[config.mk]
export PLATFORM = sky130hd
export DESIGN_NAME = mda_periph_reset_seq
export DESIGN_NICKNAME = d
export VERILOG_FILES = /design/src/rtl/mda_pkg.sv /design/src/rtl/mda_debounce.sv /design/src/rtl/mda_periph_reset_seq.sv
export SDC_FILE = /design/constraint.sdc
export NUM_CORES = 1
export LEC_CHECK = 0
export BUFFER_PORTS_ARGS = -buffer_cell sky130_fd_sc_hd__buf_2
export CORE_ASPECT_RATIO = 0.8
export CORE_UTILIZATION = 65
export CTS_CLUSTER_DIAMETER = 60
export DETAILED_ROUTE_END_ITERATION = 8
export PLACE_DENSITY = 0.95
export RECOVER_POWER = 50
export SKIP_CTS_REPAIR_TIMING = 1
export SLEW_MARGIN = 10
export SYNTH_ARGS = -nofsm -noshare
export SYNTH_HDL_FRONTEND = slang
export SYNTH_SLANG_ARGS = --single-unit
[constraint.sdc]
create_clock -name clk -period 6.2 [get_ports clk]
set_input_delay 0.31 -clock clk [delete_from_list [all_inputs] [get_ports clk]]
set_output_delay 0.31 -clock clk [all_outputs]
set_load 0.005 [all_outputs]
[src/rtl/mda_pkg.sv]
// Shared types for the MDA reset sequencer family: FSM state encoding and a
// lowest-set-bit priority pick used to walk channel masks in index order.
package mda_pkg;

  localparam int unsigned MAX_CH = 16;
  localparam int unsigned CH_W   = 4;

  typedef enum logic [2:0] {
    OFF,
    PULSE,
    GAP,
    ON,
    MANUAL
  } seq_state_e;

  // Index of the lowest set bit; returns 0 for an all-zero vector.
  function automatic logic [CH_W-1:0] lowest_set(input logic [MAX_CH-1:0] v);
    lowest_set = '0;
    for (int i = MAX_CH - 1; i >= 0; i--) begin
      if (v[i]) lowest_set = CH_W'(i);
    end
  endfunction

endpackage

[src/rtl/mda_debounce.sv]
// Two-flop synchroniser followed by a per-bit debounce counter; the output
// toggles only after DEBOUNCE_CYCLES consecutive cycles of disagreement.
import mda_pkg::*;

module mda_debounce #(
  parameter int unsigned WIDTH           = 1,
  parameter int unsigned DEBOUNCE_CYCLES = 1024
) (
  input  logic             clk,
  input  logic             reset_n,
  input  logic [WIDTH-1:0] raw_i,
  output logic [WIDTH-1:0] stable_o
);

  localparam int unsigned    CW      = $clog2(DEBOUNCE_CYCLES) + 1;
  localparam logic [CW-1:0]  CNT_MAX = CW'(DEBOUNCE_CYCLES - 1);

  logic [WIDTH-1:0] meta_q;
  logic [WIDTH-1:0] sync_q;
  logic [WIDTH-1:0] stable_q;
  logic [CW-1:0]    cnt_q [WIDTH];

  always_ff @(posedge clk) begin
    if (!reset_n) begin
      meta_q   <= '0;
      sync_q   <= '0;
      stable_q <= '0;
      for (int i = 0; i < WIDTH; i++) cnt_q[i] <= '0;
    end else begin
      meta_q <= raw_i;
      sync_q <= meta_q;
      for (int i = 0; i < WIDTH; i++) begin
        if (sync_q[i] == stable_q[i]) begin
          cnt_q[i] <= '0;
        end else if (cnt_q[i] == CNT_MAX) begin
          stable_q[i] <= ~stable_q[i];
          cnt_q[i]    <= '0;
        end else begin
          cnt_q[i] <= cnt_q[i] + CW'(1);
        end
      end
    end
  end

  assign stable_o = stable_q;

endmodule

[src/rtl/mda_periph_reset_seq.sv]
// Power-up reset sequencer: one pulse per enabled channel in index order with
// a gap between pulses, then on-demand single-channel pulses while powered.
import mda_pkg::*;

module mda_periph_reset_seq #(
  parameter int unsigned NUM_CH          = 4,
  parameter int unsigned PULSE_CYCLES    = 100,
  parameter int unsigned STAGGER_CYCLES  = 50000,
  parameter int unsigned DEBOUNCE_CYCLES = 1024,
  parameter int unsigned CNT_W           = 20
) (
  input  logic              clk,
  input  logic              reset_n,
  input  logic              power_in,
  input  logic [NUM_CH-1:0] ch_enable,
  input  logic [NUM_CH-1:0] manual_req,
  output logic [NUM_CH-1:0] periph_reset,
  output logic              power_good,
  output logic              busy,
  output logic              seq_done
);

  localparam logic [CNT_W-1:0] PULSE_LAST = CNT_W'(PULSE_CYCLES - 1);
  localparam logic [CNT_W-1:0] GAP_LAST   = CNT_W'(STAGGER_CYCLES - 1);

  logic              pg;
  seq_state_e        state_q, state_d;
  logic [CH_W-1:0]   ch_q, ch_d;
  logic [NUM_CH-1:0] en_q, en_d;
  logic [NUM_CH-1:0] pend_q, pend_d, clr;
  logic [NUM_CH-1:0] periph_q, periph_d;
  logic [CNT_W-1:0]  tmr_q, tmr_d;
  logic              busy_q, busy_d;
  logic              done_q, done_d;
  logic [MAX_CH-1:0] en_in_w, above_w, pend_w;

  mda_debounce #(
    .WIDTH           (1),
    .DEBOUNCE_CYCLES (DEBOUNCE_CYCLES)
  ) u_debounce (
    .clk      (clk),
    .reset_n  (reset_n),
    .raw_i    (power_in),
    .stable_o (pg)
  );

  // Masks widened to the priority function's fixed width.
  always_comb begin
    en_in_w = '0;
    above_w = '0;
    pend_w  = '0;
    for (int i = 0; i < NUM_CH; i++) begin
      en_in_w[i] = ch_enable[i];
      above_w[i] = en_q[i] && (i > int'(ch_q));
      pend_w[i]  = pend_q[i];
    end
  end

  always_comb begin
    state_d = state_q;
    ch_d    = ch_q;
    en_d    = en_q;
    tmr_d   = tmr_q;
    clr     = '0;
    case (state_q)
      // OFF is only entered with power_good low, so seeing it high here is the rising edge.
      OFF: begin
        if (pg) begin
          en_d    = ch_enable;
          ch_d    = lowest_set(en_in_w);
          tmr_d   = '0;
          state_d = (ch_enable == '0) ? ON : PULSE;
        end
      end
      PULSE: begin
        if (tmr_q == PULSE_LAST) begin
          tmr_d = '0;
          if (above_w != '0) begin
            state_d = GAP;
            ch_d    = lowest_set(above_w);
          end else begin
            state_d = ON;
          end
        end else begin
          tmr_d = tmr_q + CNT_W'(1);
        end
      end
      GAP: begin
        if (tmr_q == GAP_LAST) begin
          tmr_d   = '0;
          state_d = PULSE;
        end else begin
          tmr_d = tmr_q + CNT_W'(1);
        end
      end
      ON: begin
        if (pend_q != '0) begin
          ch_d    = lowest_set(pend_w);
          clr     = NUM_CH'(1) << ch_d;
          tmr_d   = '0;
          state_d = MANUAL;
        end
      end
      MANUAL: begin
        if (tmr_q == PULSE_LAST) begin
          tmr_d   = '0;
          state_d = ON;
        end else begin
          tmr_d = tmr_q + CNT_W'(1);
        end
      end
      default: state_d = OFF;
    endcase

    if (!pg) begin
      state_d = OFF;
      tmr_d   = '0;
    end

    pend_d   = pg ? ((pend_q | manual_req) & ~clr) : '0;
    periph_d = (state_d == PULSE || state_d == MANUAL) ? (NUM_CH'(1) << ch_d) : '0;
    busy_d   = (state_d == PULSE) || (state_d == GAP) || (state_d == MANUAL);
    done_d   = (state_d == ON) || (state_d == MANUAL);
  end

  always_ff @(posedge clk) begin
    if (!reset_n) begin
      state_q  <= OFF;
      ch_q     <= '0;
      en_q     <= '0;
      tmr_q    <= '0;
      pend_q   <= '0;
      periph_q <= '0;
      busy_q   <= 1'b0;
      done_q   <= 1'b0;
    end else begin
      state_q  <= state_d;
      ch_q     <= ch_d;
      en_q     <= en_d;
      tmr_q    <= tmr_d;
      pend_q   <= pend_d;
      periph_q <= periph_d;
      busy_q   <= busy_d;
      done_q   <= done_d;
    end
  end

  assign periph_reset = periph_q;
  assign power_good   = pg;
  assign busy         = busy_q;
  assign seq_done     = done_q;

endmodule
Word level (Yosys, flattened, before mapping)
Memory sizes are Yosys's and may differ from the RTL's.
Index checks and enable logic that the tools add are counted.
{"block": "totals", "n_memories": 1, "wordCells": 108, "ramBits": 11, "ff_bits": 44, "out_inout_bits": 7}
{"block": "classes", "shifts": 2, "n_mux": 50, "n_eq_ne": 13, "magnitude_cmp": 3, "bitwise": 5, "n_addsub": 2, "n_reduce_logical": 21}
{"memory": "u_debounce.cnt_q", "depth": 1, "width": 11, "rd": 1, "rd_ports_with_merged_regs": 0, "wr": 1, "line_no": "mda_debounce.sv:21", "source": "logic [CW-1:0] cnt_q [WIDTH];"}
{"op": "case mux 20 bit (4 select lines)", "count": 1}
{"op": "2-to-1 mux 4 bit", "count": 16}
{"op": "2-to-1 mux 20 bit", "count": 3}
{"op": "2-to-1 mux 11 bit", "count": 3}
{"op": "OR reduction 11 bit", "count": 3}
{"op": "adder 20 x 1 -> 20 bit (second input constant)", "count": 1}
{"op": "equality test 20 x 16 -> 1 bit (second input constant)", "count": 1}
{"op": "equality test 20 x 7 -> 1 bit (second input constant)", "count": 1}
{"op": "2-to-1 mux 1 bit", "count": 16}
{"op": "nonzero test 16 bit", "count": 1}
{"op": "2-to-1 mux 3 bit", "count": 5}
{"op": "case mux 3 bit (5 select lines)", "count": 1}
{"op": "equality test 3 x 2 -> 1 bit (second input constant)", "count": 4}
{"op": "case mux 4 bit (3 select lines)", "count": 1}
{"op": "adder 11 x 1 -> 11 bit (second input constant)", "count": 1}
{"op": "equality test 11 x 10 -> 1 bit (second input constant)", "count": 1}
{"op": "AND reduction 2 bit", "count": 5}
{"op": "> comparator 2 x 4 -> 1 bit (first input constant)", "count": 2}
{"op": "2-to-1 mux 2 bit", "count": 4}
{"op": "nonzero test 4 bit", "count": 2}
{"op": "left shift 1 x 4 -> 4 bit (first input constant)", "count": 2}
{"op": "equality test 3 x 1 -> 1 bit (second input constant)", "count": 2}
{"op": "equality test 3 bit (second input constant)", "count": 2}
{"op": "AND 4 bit", "count": 1}
{"op": "other kinds (11)", "count": 17}

Logic depth before layout (Yosys ltp)
Gate-level depths: netlist of the first run.
{"block": "logic_depth", "word_depth": 11, "depth_mapped": 9}

By module
From an unflattened synthesis of the first run, not the netlist that was laid out.
{"block": "hier_totals", "hier_cells": 294, "hier_area_um2": 2775.2}
{"module": "mda_periph_reset_seq", "area_each_um2": 2079.5, "instances": 1, "cells_per_inst": 235, "seq_area_each_um2": 800.8}
{"module": "mda_debounce", "area_each_um2": 695.7, "instances": 1, "cells_per_inst": 59, "seq_area_each_um2": 390.4}

Worst setup path before layout of the first run
Ideal clock, no wire load.
{"block": "synth_timing", "path_kind": "register to register", "startpoint": "reg tmr_q[13]", "endpoint": "reg tmr_q[10]", "n_path_buf": 2, "arrival_time_ps": 2012, "setup_ps": 115, "stages_incl_launch_ff": 9, "t_required_ps": 6085, "path_slack_ps": 4074, "path_cell_list": "dfxtp_1 > or4_4 > nor3_2 > a21oi_2 > a22o_1 > buf_4 > o21bai_4 > buf_6 > nor2_1"}
{"block": "synth_via", "elab_chain_len": 3, "elab_cells_between_ends": 5}
{"element": "start, declared", "line_no": "mda_periph_reset_seq.sv:32", "source": "logic [CNT_W-1:0] tmr_q, tmr_d;"}
{"element": "start signal, assigned", "line_no": "mda_periph_reset_seq.sv:140", "source": "tmr_q <= tmr_d;"}
{"element": "equality test 20 x 7 -> 1 bit or equality test 20 x 16 -> 1 bit (tied branches)", "line_no": "mda_periph_reset_seq.sv:76, mda_periph_reset_seq.sv:105, mda_periph_reset_seq.sv:89"}
{"element": "2-to-1 mux 20 bit (on tied branches)", "line_no": "mda_periph_reset_seq.sv:76, mda_periph_reset_seq.sv:105, mda_periph_reset_seq.sv:89"}
{"element": "case mux 20 bit (4 select lines) *", "line_no": "mda_periph_reset_seq.sv:65", "source": "case (state_q)"}
Every way passes the cells marked *; elsewhere a longest branch is shown, timed or not.
A chain may end at the register's enable or synchronous reset.

Worst setup path after layout of the first run
{"block": "layout_timing", "startpoint": "reg tmr_q[13]", "endpoint": "reg done_q, in the netlist seq_done"}
{"block": "layout_via", "elab_chain_len": 6, "elab_cells_between_ends": 10}
{"element": "equality test 20 x 7 -> 1 bit or equality test 20 x 16 -> 1 bit (tied branches)", "line_no": "mda_periph_reset_seq.sv:76, mda_periph_reset_seq.sv:105, mda_periph_reset_seq.sv:89"}
{"element": "2-to-1 mux 3 bit (on tied branches)", "line_no": "mda_periph_reset_seq.sv:105, mda_periph_reset_seq.sv:76, mda_periph_reset_seq.sv:89"}
{"element": "case mux 3 bit (5 select lines) *", "line_no": "mda_periph_reset_seq.sv:65"}
{"element": "2-to-1 mux 3 bit *", "line_no": "mda_periph_reset_seq.sv:115", "source": "if (!pg) begin"}
{"element": "equality test 3 x 2 -> 1 bit or equality test 3 bit (tied branches)", "line_no": "mda_periph_reset_seq.sv:123", "source": "done_d = (state_d == ON) || (state_d == MANUAL);"}
{"element": "logical OR 1 bit *", "line_no": "mda_periph_reset_seq.sv:123"}
{"element": "end signal, assigned", "line_no": "mda_periph_reset_seq.sv:144", "source": "done_q <= done_d;"}
{"element": "end, declared", "line_no": "mda_periph_reset_seq.sv:34", "source": "logic done_q, done_d;"}
Marks and branches as above.

==> out/results.ini, run 1 <==
[status]
outcome=complete, no violations

[layout]
final_common_cell=nor2_1
fin_area_um2=2990
fin_nets=349
layout_common_cells=nor2_1 (58), dfxtp_1 (43), nand2_1 (26)
area_growth_pct=7.70
utilization_pct=75.7
n_antenna_cell=0
drive_gt1_share_pct=9.23

[placement]
place_area_um2=2910
port_buffers=17
gp_congestion=1.00
place_hpwl_um=4160

[drt]
drc=0
wl_met2_um=2440
maxUsedRoutingLayer=met4
wl_met3_um=436
first_pass_iters=5
wl_met1_um=2630
wl_per_cell_um=14.4
avgViaCountPerCell=6.08
finalWirelength_um=5630
antenna_left=0
num_vias=2379
drt_iter0_markers=304

[sta]
fin_skew_ns=0.00607
finalCritPeriodShare_pct=41.5
hold_ws_ns=0.210
tightest_slew_ns=0.627
rsz0062_at_grt=no
timing.slew.headroom_pct=58.0
finalMaxSlewViolations=0
min_period_ns=2.57
timing.fmax_mhz=389
setup_violations=0
setup-tns-final_ns=0
hold_viol=0

[global_routing]
antenna_found_initial=0
grt_first_pass_wirelength_um=9250
grt-ovfl-total=0
grt_max_degree=18
global_route.usage.total_pct=27.1
grt_pass1_vias=2068

[die]
rows=20
die_w_um=75.1
die_area_um2=4540
die-height_um=60.5
core_region_area_um2=3950
io_pins=18
start_util_pct=70.3

[clock_network]
cts_buffers=5
clk_latency_ns=0.31
h-tree-depth=2
cts_root_buffer=clkbuf_8
clk_pin_slew_ns=0.09
cts_buffer_depth=2
clkSinkCount=54
cts_tree=built

[setup_path]
crit_type=reg2reg
cp.arrival_ns=2.79
endpoint_kind=register
slowest_delay_ns=0.56
worstSetupStartpointType=register
crit_required_ns=6.42
path_cells=or4_4 -> or3_4 -> a2111oi_0 -> o22ai_2 -> o21bai_1 -> a211oi_2
critPathTopFamily=compound AO/OA/AOI/OAI gates
critPathBufInv=0
critPathSlowestCell=or4_4
critPathMaxFanout=3

[worst_hold_path]
hold_class=in2reg

[pwr]
power_density_nw_per_um2=207
p_total_mw=0.619
total_leakage_power_nw=1.03
peakVddDrop_mv=0.150

[job]
cap_violations=0

[synth]
async_reset_ff_share_pct=0
syn_avg_cell_area_um2=8.91
ys_seq_area_share_pct=42.8
ys_warn_count=0
synth_seq_cells=54
synth_ff_type=dfxtp_1
netlist_area_um2=2780
synth_cells=312
synth_edf_count=11
ys_types=64

-- area by class of cell --
class / instances / area (µm²)
Clock buffer: 7 / 86.3
Timing Repair Buffer: 17 / 75.1
Clock inverter: 1 / 30.0
Multi-Input combinational cell: 253 / 1530
Sequential cell: 54 / 1190
Fill cell: 294 / 960
Inverter: 4 / 15.0
Tap cell: 55 / 68.8
-- power by group --
group / leakage [nW] / internal, mW / total (mW) / switching [mW]
sequential: 0.460 / 0.361 / 0.364 / 0.00275
clock: 0.0585 / 0.132 / 0.241 / 0.109
combinational: 0.514 / 0.00631 / 0.0141 / 0.00777
total: 1.03 / 0.499 / 0.619 / 0.120
-- logic make-up (layout without fill, tap and decap cells) --
logic type / count (synthesis) / count (layout) / synth area share, %
flops: 54 / 54 / 42.8
fa+ha+maj: 3 / 3 / 1.35
compound gates: 55 / 55 / 15.7
xor+xnor: 25 / 25 / 7.88
buf+inv: 15 / 29 / 2.88
simple gates: 158 / 158 / 28.8
other cells: 1 / 11 / 0.135
mux: 1 / 1 / 0.360
-- final timing paths --
| path | start | end | slack (ns) | cells past startpoint |
|---|---|---|---|---|
| setup / recovery | tmr_q[13]$_SDFFE_PN0P_ | seq_done$_SDFF_PN0_ | 3.63 | 6 |
| hold / removal | power_in | u_debounce.meta_q$_SDFF_PN0_ | 0.21 | 2 |
| setup reg to reg | tmr_q[13]$_SDFFE_PN0P_ | seq_done$_SDFF_PN0_ | 3.63 | 6 |
| hold reg to reg | u_debounce.meta_q$_SDFF_PN0_ | u_debounce.sync_q$_SDFF_PN0_ | 0.45 | 1 |
-- state kept, by name (all words and copies together) (netlist names) --
signal,flops
u_debounce.cnt_q,11
busy,1
u_debounce.meta_q,1
seq_done,1
en_q,3
ch_q,4
state_q,3
pend_q,4
periph_reset,4
u_debounce.stable_o,1
tmr_q,20
u_debounce.sync_q,1
-- worst register-to-register path, delay by kind of cell (launching register included) --
family,cells,cell delay (ns)
flip-flops,1,0.35
AND/OR/NAND/NOR,2,0.97
AO/OA/AOI/OAI,4,1.18
-- per-layer routing --
| metal | GRT usage (%) | vias up |
|---|---|---|
| met1 | 38.1 | 1093 |
| met3 | 4.65 | 19 |
| met4 | 9.70 | 0 |
| met5 | 0 | - |
| met2 | 42.2 | 113 |
| li1 | - | 1154 |
-- synthesized netlist by cell type (4+ instances only) --
library cell	n	share of area, %
clkbuf_1	5	0.68
a21oi_1	5	0.90
a31oi_1	4	0.90
dfxtp_1	43	31
and3_1	6	1.4
nor2_1	58	7.8
nand3_1	14	2.5
xor2_1	16	5.0
nand2_1	26	3.5
o21ai_0	7	1.3
a311oi_1	4	1.3
nor2b_1	5	1.1
and2_1	7	1.6
edfxtp_1	11	12
inv_1	4	0.54
o31ai_1	4	1.1
nor3_1	5	0.90
nand4_1	6	1.4
a211oi_1	7	1.9
nor4_1	4	0.90
buf_4	4	1.1
nand2b_1	4	0.90
xnor2_1	9	2.8
-- through the flow --
step / std cells / setup WS (ns)
after global placement: 383 / 3.89
after CTS: 391 / 3.84
final: 391 / 3.63
after global routing: 391 / 3.57
after detailed placement: 383 / 3.86
after floorplan: 322 / 4.07
Power figures use the tool's default switching activity.
==> run 2: changes to the inputs <==
--- a/config.mk
+++ b/config.mk
@@ -7,10 +7,10 @@
 export LEC_CHECK = 0
 export BUFFER_PORTS_ARGS = -buffer_cell sky130_fd_sc_hd__buf_2
 export CORE_ASPECT_RATIO = 0.8
-export CORE_UTILIZATION = 65
+export CORE_UTILIZATION = 60
 export CTS_CLUSTER_DIAMETER = 60
 export DETAILED_ROUTE_END_ITERATION = 8
-export PLACE_DENSITY = 0.95
+export PLACE_DENSITY = 0.9
 export RECOVER_POWER = 50
 export SKIP_CTS_REPAIR_TIMING = 1
 export SLEW_MARGIN = 10
==> constraint.sdc (replaced) <==
create_clock -name clk -period 2.4 [get_ports clk]
set_input_delay 0.12 -clock clk [delete_from_list [all_inputs] [get_ports clk]]
set_output_delay 0.12 -clock clk [all_outputs]
set_load 0.005 [all_outputs]
==> run 2 against run 1 <==
Against the previous run:
- critical path depth unchanged
- via count up 2.6%
- fmax up 13%
- die area up 8.1%
- global-route usage up 0.24 points
- setup slack worse by 3.5 ns
- critical path type unchanged
- clock skew up 0.0036 ns
- routed wire length up 14%
- hold slack worse by 0.19 ns
- first-iteration DRC count down 41%
- sequential share of layout area down 1.2 points
==> out/results.ini, run 2 (synthesis results as in run 1) <==
[global_routing]
global_route.usage.total_pct=27.3  ; +0.24 points
grt_max_degree=18  ; unchanged
grt-ovfl-total=0  ; unchanged
antenna_found_initial=0  ; unchanged
grt_pass1_vias=2374  ; +15%
grt_first_pass_wirelength_um=10600  ; +14%

[layout]
final_cell_count_no_fill=403  ; +3.1%
layout_common_cells=nor2_1 (58), dfxtp_1 (43), nand2_1 (26)
utilization_pct=71.7  ; -4.0 points
fin_area_um2=3090  ; +3.2%
final_common_cell=nor2_1
fin_nets=359  ; +2.9%
n_antenna_cell=0  ; unchanged
largest_reg_flops=20  ; unchanged
largestRegisters=tmr_q: 20 flops, u_debounce.cnt_q: 11 flops
area_growth_pct=11.1
drive_gt1_share_pct=13.6  ; +4.4 points
top_register=tmr_q

[die]
die_w_um=78.1  ; +4.0%
rows=21  ; +5.0%
die-height_um=62.9  ; +4.0%
io_pins=18  ; unchanged
start_util_pct=64.5  ; -5.8 points
core_region_area_um2=4310  ; +9.0%
die_area_um2=4910  ; +8.1%

[setup_path]
worstSetupStartpointType=register
critPathMaxFanout=3  ; unchanged
cp.arrival_ns=2.51  ; -0.28 ns
crit_required_ns=2.64  ; -3.78 ns
endpoint_kind=register
crit_type=reg2reg

[drt]
first_pass_iters=4  ; -1
wl_per_cell_um=15.9  ; +11%
drc=0  ; unchanged
num_vias=2442  ; +2.6%
drt_iter0_markers=180  ; -41%
avgViaCountPerCell=6.06  ; -0.41%
antenna_left=0  ; unchanged
finalWirelength_um=6410  ; +14%

[job]
cap_violations=0  ; unchanged

[sta]
setup_violations=0  ; unchanged
finalCritPeriodShare_pct=94.8  ; +53 points
fin_skew_ns=0.00968  ; +0.00361 ns
tightest_slew_ns=0.589  ; -0.0388 ns
rsz0062_at_grt=no
worst_slack_ns=0.125  ; -3.50 ns
hold_viol=0  ; unchanged
timing.fmax_mhz=440  ; +13%
setup-tns-final_ns=0  ; unchanged
finalMaxSlewViolations=0  ; unchanged
min_period_ns=2.27  ; -0.297 ns
timing.slew.headroom_pct=60.7  ; +2.7 points

[clock_network]
clk_latency_ns=0.32  ; about the same
cts_buffer_depth=2  ; unchanged
clk_pin_slew_ns=0.10  ; about the same
h-tree-depth=2  ; unchanged
cts_tree=built
cts_buffers=5  ; unchanged
cts_root_buffer=clkbuf_8
clkSinkCount=54  ; unchanged

[pwr]
peakVddDrop_mv=0.387  ; +160%
total_leakage_power_nw=1.09  ; +5.9%
power_density_nw_per_um2=483  ; +130%

[placement]
pre_cts_ws_ns=0.0377  ; -3.82 ns
gp_congestion=0.925  ; -7.9%
place_hpwl_um=4640  ; +12%
place_area_um2=2980  ; +2.4%
port_buffers=17  ; unchanged
placedCellCount=394  ; +2.9%

[worst_hold_path]
hold_class=in2reg

[status]
outcome=complete, no violations

run 2: report_power, final:
group / internal (mW) / leakage, nW / switching (mW) / total (mW)
combinational: 0.0164 / 0.591 / 0.0207 / 0.0371
sequential: 0.934 / 0.460 / 0.00746 / 0.941
clock: 0.206 / 0.0422 / 0.308 / 0.515
run 2: cell type report:
class	count	area (µm²)
sequential	54	1190
clock buffer	5	68.8
timing repair buffer	27	164
multi-input combinational	253	1560
clock inverter	3	20.0
inverter	4	15.0
fill	352	1220
tap	57	71.3
run 2: per-layer routing:
| layer | wire [µm] | vias to the layer above | global-route usage [%] | share of wire [%] |
|---|---|---|---|---|
| li1 | - | 1178 | - | - |
| met1 | 2920 | 1149 | 37.4 | 45 |
| met2 | 2920 | 96 | 42.1 | 45 |
| met3 | 421 | 19 | 4.53 | 6.6 |
| met4 | 157 | 0 | 12.5 | 2.4 |
| met5 | 0 | - | 0 | 0 |
run 2: per-stage QoR:
step           total power, mW  hold WS (ns)
2_1_floorplan            0.982         0.247
3_3_place_gp             0.996         0.349
3_5_place_dp             0.998         0.340
4_1_cts                   1.50        0.0101
5_1_grt                   1.55        0.0209
6_report                  1.49        0.0213
run 2: worst max-delay path, cell delays in order (launching register included):
cell and delay, ns:
dfxtp_1 0.36, or4_4 0.57, or3_4 0.43, a2111oi_4 0.29
o22ai_2 0.13, o21bai_1 0.20, a211oi_2 0.22
run 2: path summary, 6_finish.rpt:
| check | start | to | slack [ns] | cells after the start |
|---|---|---|---|---|
| setup / recovery | tmr_q[13]$_SDFFE_PN0P_ | seq_done$_SDFF_PN0_ | 0.13 | 6 |
| hold / removal | power_in | u_debounce.meta_q$_SDFF_PN0_ | 0.02 | 2 |
| setup reg to reg | tmr_q[13]$_SDFFE_PN0P_ | seq_done$_SDFF_PN0_ | 0.13 | 6 |
| hold reg to reg | u_debounce.meta_q$_SDFF_PN0_ | u_debounce.sync_q$_SDFF_PN0_ | 0.48 | 1 |
